**src/rtl/cronometro_pkg.sv**
```systemverilog
// Shared definitions for the stopwatch controller: state encoding and BCD digit limits.
package cronometro_pkg;

  localparam int DIGIT_W = 4;

  typedef enum logic [1:0] {
    IDLE    = 2'b00,
    RUNNING = 2'b01,
    PAUSED  = 2'b10
  } state_t;

  localparam logic [DIGIT_W-1:0] LIM_SEC_U = 4'd9;
  localparam logic [DIGIT_W-1:0] LIM_SEC_D = 4'd5;
  localparam logic [DIGIT_W-1:0] LIM_MIN_U = 4'd9;
  localparam logic [DIGIT_W-1:0] LIM_MIN_D = 4'd9;

endpackage

```
**src/rtl/contador_bcd.sv**
```systemverilog
// Single BCD digit counter with programmable limit; carry is raised when the digit
// rolls over from its limit back to zero.
module contador_bcd
  import cronometro_pkg::*;
(
  input  logic               clk,
  input  logic               rst,
  input  logic               inc,
  input  logic               clr,
  input  logic [DIGIT_W-1:0] limit,
  output logic [DIGIT_W-1:0] digit,
  output logic               carry
);

  logic at_limit;

  assign at_limit = (digit == limit);
  assign carry    = inc && at_limit;

  always_ff @(posedge clk or posedge rst) begin
    if (rst)
      digit <= '0;
    else if (clr)
      digit <= '0;
    else if (inc)
      digit <= at_limit ? '0 : digit + 1'b1;
  end

endmodule

```
**src/rtl/cronometro_ctrl.sv**
```systemverilog
// Stopwatch controller: IDLE/RUNNING/PAUSED FSM, BCD mm:ss accumulator, display drive.
// Optional lap-freeze display is enabled by defining CRONOMETRO_LAP_EN.
module cronometro_ctrl
  import cronometro_pkg::*;
(
  input  logic               clk,
  input  logic               rst,
  input  logic               tick,
  input  logic               btn_start_stop,
  input  logic               btn_clear,
  input  logic               btn_lap,
  output logic               div_rst_n,
  output logic               run,
  output logic [DIGIT_W-1:0] min_d,
  output logic [DIGIT_W-1:0] min_u,
  output logic [DIGIT_W-1:0] sec_d,
  output logic [DIGIT_W-1:0] sec_u,
  output logic               overflow,
  output logic               lap_active
);

  state_t state, next_state;

  logic               count_en;
  logic               clear_cnt;
  logic [3:0]         carry;
  logic [DIGIT_W-1:0] live_min_d, live_min_u, live_sec_d, live_sec_u;

  always_ff @(posedge clk or posedge rst) begin
    if (rst) begin
      state     <= IDLE;
      run       <= 1'b0;
      div_rst_n <= 1'b0;
    end else begin
      state     <= next_state;
      run       <= (next_state == RUNNING);
      div_rst_n <= (next_state != IDLE);
    end
  end

  // Clear has priority over start/stop when both arrive while paused.
  always_comb begin
    next_state = state;
    case (state)
      IDLE:    if (btn_start_stop) next_state = RUNNING;
      RUNNING: if (btn_start_stop) next_state = PAUSED;
      PAUSED: begin
        if (btn_clear)           next_state = IDLE;
        else if (btn_start_stop) next_state = RUNNING;
      end
      default: next_state = IDLE;
    endcase
  end

  // Ticks count on the current state, so a stop pulse still lets its tick through.
  assign count_en  = tick && (state == RUNNING);
  assign clear_cnt = btn_clear && (state == PAUSED);

  contador_bcd u_sec_u (.clk(clk), .rst(rst), .inc(count_en), .clr(clear_cnt),
                        .limit(LIM_SEC_U), .digit(live_sec_u), .carry(carry[0]));
  contador_bcd u_sec_d (.clk(clk), .rst(rst), .inc(carry[0]), .clr(clear_cnt),
                        .limit(LIM_SEC_D), .digit(live_sec_d), .carry(carry[1]));
  contador_bcd u_min_u (.clk(clk), .rst(rst), .inc(carry[1]), .clr(clear_cnt),
                        .limit(LIM_MIN_U), .digit(live_min_u), .carry(carry[2]));
  contador_bcd u_min_d (.clk(clk), .rst(rst), .inc(carry[2]), .clr(clear_cnt),
                        .limit(LIM_MIN_D), .digit(live_min_d), .carry(carry[3]));

  always_ff @(posedge clk or posedge rst) begin
    if (rst)
      overflow <= 1'b0;
    else if (clear_cnt)
      overflow <= 1'b0;
    else if (carry[3])
      overflow <= 1'b1;
  end

`ifdef CRONOMETRO_LAP_EN
  logic                   lap_q;
  logic [4*DIGIT_W-1:0]   snap;

  // A lap press toggles the freeze; freezing is only allowed while running.
  always_ff @(posedge clk or posedge rst) begin
    if (rst) begin
      lap_q <= 1'b0;
      snap  <= '0;
    end else if (clear_cnt) begin
      lap_q <= 1'b0;
    end else if (btn_lap) begin
      if (lap_q && (state != IDLE)) begin
        lap_q <= 1'b0;
      end else if (!lap_q && (state == RUNNING)) begin
        lap_q <= 1'b1;
        snap  <= {live_min_d, live_min_u, live_sec_d, live_sec_u};
      end
    end
  end

  assign lap_active = lap_q;
  assign {min_d, min_u, sec_d, sec_u} = lap_q ? snap
                                              : {live_min_d, live_min_u, live_sec_d, live_sec_u};
`else
  logic unused_lap;

  assign unused_lap = btn_lap;
  assign lap_active = 1'b0;
  assign {min_d, min_u, sec_d, sec_u} = {live_min_d, live_min_u, live_sec_d, live_sec_u};
`endif

endmodule

```
**config.mk**
```make
export PLATFORM = sky130hd
export DESIGN_NAME = cronometro_ctrl
export DESIGN_NICKNAME = d
export VERILOG_FILES = /design/src/rtl/cronometro_pkg.sv /design/src/rtl/contador_bcd.sv /design/src/rtl/cronometro_ctrl.sv
export SDC_FILE = /design/constraint.sdc
export NUM_CORES = 1
export LEC_CHECK = 0
export ABC_AREA = 1
export CAP_MARGIN = 40
export CELL_PAD_IN_SITES_DETAIL_PLACEMENT = 0
export CELL_PAD_IN_SITES_GLOBAL_PLACEMENT = 1
export CORE_AREA = 4 4 70 72
export CTS_CLUSTER_DIAMETER = 80
export CTS_CLUSTER_SIZE = 14
export DETAILED_ROUTE_END_ITERATION = 16
export DIE_AREA = 0 0 74 76
export PLACE_DENSITY = 0.71
export SYNTH_ARGS = -nofsm -noshare
export SYNTH_HDL_FRONTEND = slang
export SYNTH_SLANG_ARGS = --single-unit
```
**constraint.sdc**
```tcl
create_clock -name clk -period 1.54 [get_ports clk]
set_clock_uncertainty 0.05 [all_clocks]
set_input_delay 0.308 -clock clk [delete_from_list [all_inputs] [get_ports clk]]
set_output_delay 0.308 -clock clk [all_outputs]
set_load 0.01 [all_outputs]
```
Yosys cells after proc, flatten, opt, wreduce, memory -nomap -nowiden
Cells that the tools add are included.
- flip-flop bits (word level): 21
- input port bits: 6
- logic and storage cells: 50
- $add $sub $neg: 4
- eq/ne operators: 7
- multiplexer cells: 18
- reductions and logical operators: 13
- operators with widths (operator ; number):
    2-to-1 mux 4 bit ; 12
    adder 4 x 1 -> 4 bit, second input constant ; 4
    equality test 4 bit, second input constant ; 3
    nonzero test 2 bit ; 6
    logical AND 1 bit ; 6
    2-to-1 mux 2 bit ; 3
    one-hot mux 2 bit (3 select lines) ; 1
    equality test 2 x 1 -> 1 bit, second input constant ; 2
    equality test 4 x 3 -> 1 bit, second input constant ; 1
    equality test 2 bit, second input constant ; 1
    zero test 2 bit ; 1
    2-to-1 mux 1 bit ; 2

Depth between registers and ports, before layout
- depth after elaboration: 8
- gate-level depth with buffers: 8
- depth with buffers taken out: 8

By module
Synthesis repeated with hierarchy kept, for this count alone.
- cells, all modules: 241
- area total of the unflattened synthesis: 1483.9 um^2
- by module, submodules not included (module ; times used ; cells an instance ; area an instance (um^2) ; sequential area each (um^2)):
    contador_bcd at u_min_d ... ; 3 ; 53 ; 311.5 ; 100.1
    contador_bcd at u_sec_d ; 1 ; 53 ; 319.1 ; 100.1
    cronometro_ctrl ; 1 ; 29 ; 230.2 ; 125.1

Worst setup path before layout
No wires, ideal clock.
- kind: register -> register
- start: register u_sec_u.digit[1]
- end: register u_min_d.digit[0]
- setup time: 0.118 ns
- arrival: 1.189 ns
- required time: 1.372 ns
- path slack: 0.183 ns
- stages on the path, launching flop included: 8
- clock period less this slack: 1.357 ns
- path through: dfrtp_1 inv_1 ha_1 nand3_2 nor2_8 nand3_4 nand3_1 nand2_1
- longest elaborated chain between the ends: 5
- RTL lines (item ; line ; RTL):
    from (decl) ; contador_bcd.sv:11 ; output logic [DIGIT_W-1:0] digit,
    from (signal assigned) ; contador_bcd.sv:26 ; digit <= at_limit ? '0 : digit + 1'b1;
    equality test 4 bit ; contador_bcd.sv:17 ; assign at_limit = (digit == limit);
    logical AND 1 bit (3 in a row) ; contador_bcd.sv:18 ; assign carry = inc && at_limit;
    nonzero test 2 bit (no source line) ; - ;
    to (signal assigned) ; contador_bcd.sv:26 ;
    to (decl) ; contador_bcd.sv:11 ;
Every way passes these cells.
A chain may end at the register's enable or synchronous reset.

Worst setup path after layout
- start: register div_rst_n
- end: output div_rst_n
- RTL lines (item ; line ; RTL):
    from (decl) ; cronometro_ctrl.sv:12 ; output logic div_rst_n,
    from (signal assigned) ; cronometro_ctrl.sv:37 ; div_rst_n <= (next_state != IDLE);
No word-level cell between the ends.

==> summary.md <==
| Metric | Value |
|---|---|
| Clock tree from TritonCTS | done |
| Pleak | 1.04 nW |
| First drt pass iteration count | 4 |
| Switching portion of total power | about two fifths |
| Avg Vias per Cell | 4.62 |
| Clk slew on worst S/H paths | 0.08 ns |
| Die X | ~74 um |
| Row count | 24 |
| Largest cells by area after synthesis | dfrtp_1 (41%), nand2_1 (8.3%), nand3_1 (7.5%) |
| Die area | 5620 sq um |
| R2r worst-path depth | 8 |
| Mapped Area | between 1000 and 1500 sq um |
| Reg-to-reg critical path startpoint | u_sec_d.digit[1] |
| Yosys top cell area share | 41.5% |
| Max FO, Critical Path | 1 |
| Dominant synthesized flop cell | dfrtp_1 |
| Critical Path RT | 1.18 ns |
| # Max-Cap Violations | 0 |
| Antenna diodes | 0 |
| Gr ovfl total | 0 |
| Pwr/cell area | 1380 nW/um^2 |
| Int Power | between 1 and 1.5 mW |
| Arrival time worst endpoint | 1.12 ns |
| Cell with the most instances after synthesis | nand2_1 |
| Initial DRC count | 52 |
| Type of origin of the critical path | register |
| Routed Antenna Nets | 0 |
| Crit path largest cell delay | 0.53 ns |
| Post-synth top cells | nand2_1 (28), dfrtp_1 (21), inv_1 (21), nand3_1 (19), nor2_1 (14) |
| Setup crit start | div_rst_n |
| Vias in the first global route | ~1200 |
| Core Area | 4290 sq um |
| Total power | around 2.5 mW |
| Post-Syn Instances | ~150 |
| Fin nets | 208 |
| Leading area contributor after synthesis | dfrtp_1 |
| Final instance area | ~1800 sq um |
| VDD IR max | 0.827 mV |
| CTS Buf Count | 3 |
| Synthesized Nets | 166 |
| Final setup violation count | 0 |
| Worst hold margin | 0.318 ns |
| Clk pwr share | around 15% |
| Clk Latency, worst-skew pair | roughly 0.26 ns |
| Total Routing Usage GR | 11.5% |
| Delay-heaviest family, CP | buffers and inverters |
| RePlAce Congestion | a little under 0.8 |
| R2R setup slack | 0.14 ns |
| Final period util | between 90% and 100% |
| DRC violations left | 0 |
| Layout cells sized above 1 | 22.1% |
| Area grow syn2layout | 40.3% |
| Status | complete, no violations |
| Routed WL | 2.96 mm |
| Largest net degree at the start of global routing | 22 |
| Worst path cell trace | clkdlybuf4s50_1 |
| Psw | 0.974 mW |
| Type of the worst setup path | reg -> out |
| Critical Path Sink Type | output pin |
| Number of synthesized flops with an enable pin | 0 |
| Seq/Total Area, Yosys | about two fifths |
| Clock tree sinks | 21 |
| Async set or reset register ratio after synthesis | 100% |
| Clk buf depth | 2 |
| Per-cell routed wire length | ~12 um |
| Clock tree root driver cell | clkbuf_8 |
| Starting Density | 29.5% |
| Mean Syn Cell Area | about 8.2 sq um |
| Worst Hold Class | in -> async |
| Netlist cell types | 27 |
| Yosys Warn Count | 0 |
| Hold Vio Cnt, Final | 0 |
| Number of synthesized register bits | 21 |
| Initial antenna violation count | 0 |
| Via count | 1141 |
| Port buffer count | 23 |
| CP max-delay cell | clkdlybuf4s50_1 |
| Slew Limit Fails | 0 |
| Sequential Power Share | 36.2% |
| Fillers | about 440 |
| Die height | about 76 um |
| Crit path time final | 1.48 ns |
| H-tree levels | 1 |
| I/O pin count | 26 |
| CP bufs+invs | 1 |
| Hold buffers post-CTS | 0 |
| Placed instance area | roughly 1600 sq um |
| FMAX | 0.675 GHz |
| HPWL after detailed placement | between 2 and 2.5 mm |
| R2r endpoint | u_min_u.digit[3] |
| First-pass GRT wire length | slightly above 5 mm |
| Comb pwr share | 48.7% |
[cell type report]
class                           instances  area (sq um)  area share (%)
Multi-Input combinational cell        107           677            38.1
Sequential cell                        21           532            29.9
Timing Repair Buffer                   39           363            20.4
Inverter                               24          95.1            5.35
Tap cell                               52          65.1            3.66
Clock buffer                            3          41.3            2.32
Clock inverter                          1          5.00           0.281
[layer usage]
| layer | global-route usage [%] | up-vias | share of wire [%] |
|---|---|---|---|
| met2 | 19.3 | 18 | 51 |
| met3 | 1.72 | 6 | 3.2 |
| met5 | 0 | - | 0 |
| met1 | 13.9 | 538 | 43 |
| met4 | 5.80 | 0 | 2.4 |
| li1 | - | 579 | - |
[logic make-up after synthesis]
kind of cell,Yosys count,share of synthesized area [%]
AOI/OAI and AO/OA,15,6.12
xor gates and xnor gates,4,2.76
adders and majority gates,6,5.92
buffers and inverters,26,8.29
DFF,21,41.5
other,1,0.296
and+or+nand+nor,81,35.1
[registers in the layout (all words and copies together) (netlist names)]
name	count
u_min_u.digit	4
u_min_d.digit	4
u_sec_u.digit	4
overflow	1
run	1
div_rst_n	1
u_sec_d.digit	4
state	2
[what timing repair did]
action                                  CTS  global route
buffers inserted                          9             1
pin swaps                                 0             1
resized for setup                        13            18
endpoints found under the setup margin   16            21
[stage by stage]
stage                     util, %  worst slack [ns]  TNS, ns  instances
after floorplan                 -             0.183        0        154
after global placement       37.1           -0.0313   -0.225        233
after detailed placement     37.1           -0.0656   -0.427        233
after CTS                    39.7           0.00342        0        246
after global routing         41.4           -0.0127  -0.0127        247
final                        41.4            0.0579        0        247
[worst max path at each step]
stage / endpoint / slack [ns] / cells after the start
after floorplan: u_min_d.digit[0] / 0.18 / 7
after global placement: u_min_u.digit[3] / -0.03 / 6
after detailed placement: u_sec_d.digit[3] / -0.07 / 6
after CTS: min_u[2] / 0.003 / 1
after global routing: u_min_u.digit[2] / -0.01 / 9
final: div_rst_n / 0.06 / 1
[layout by cell type (no fill, tap or decap), types with 4 or more instances in the layout]
cell type         n
nand3_4           5
nand2_1          28
nand4_1           4
nor2_1           13
buf_4            16
dlygate4sd2_1     8
nand3_1          18
a21oi_1           7
inv_1            21
ha_1              5
dlymetal6s2s_1    9
o21ai_0           5
dfrtp_1          16
clkdlybuf4s50_1   6
dfrtp_2           5
[power groups by stage]
stage	clock network (mW)	logic (mW)	registers, mW
after floorplan	0	0.505	0.984
after global placement	0	1.03	0.930
after detailed placement	0	1.06	0.944
after CTS	0.385	1.15	0.889
after global routing	0.415	1.34	0.920
final	0.370	1.19	0.888
(Power assumes the default switching activity.)
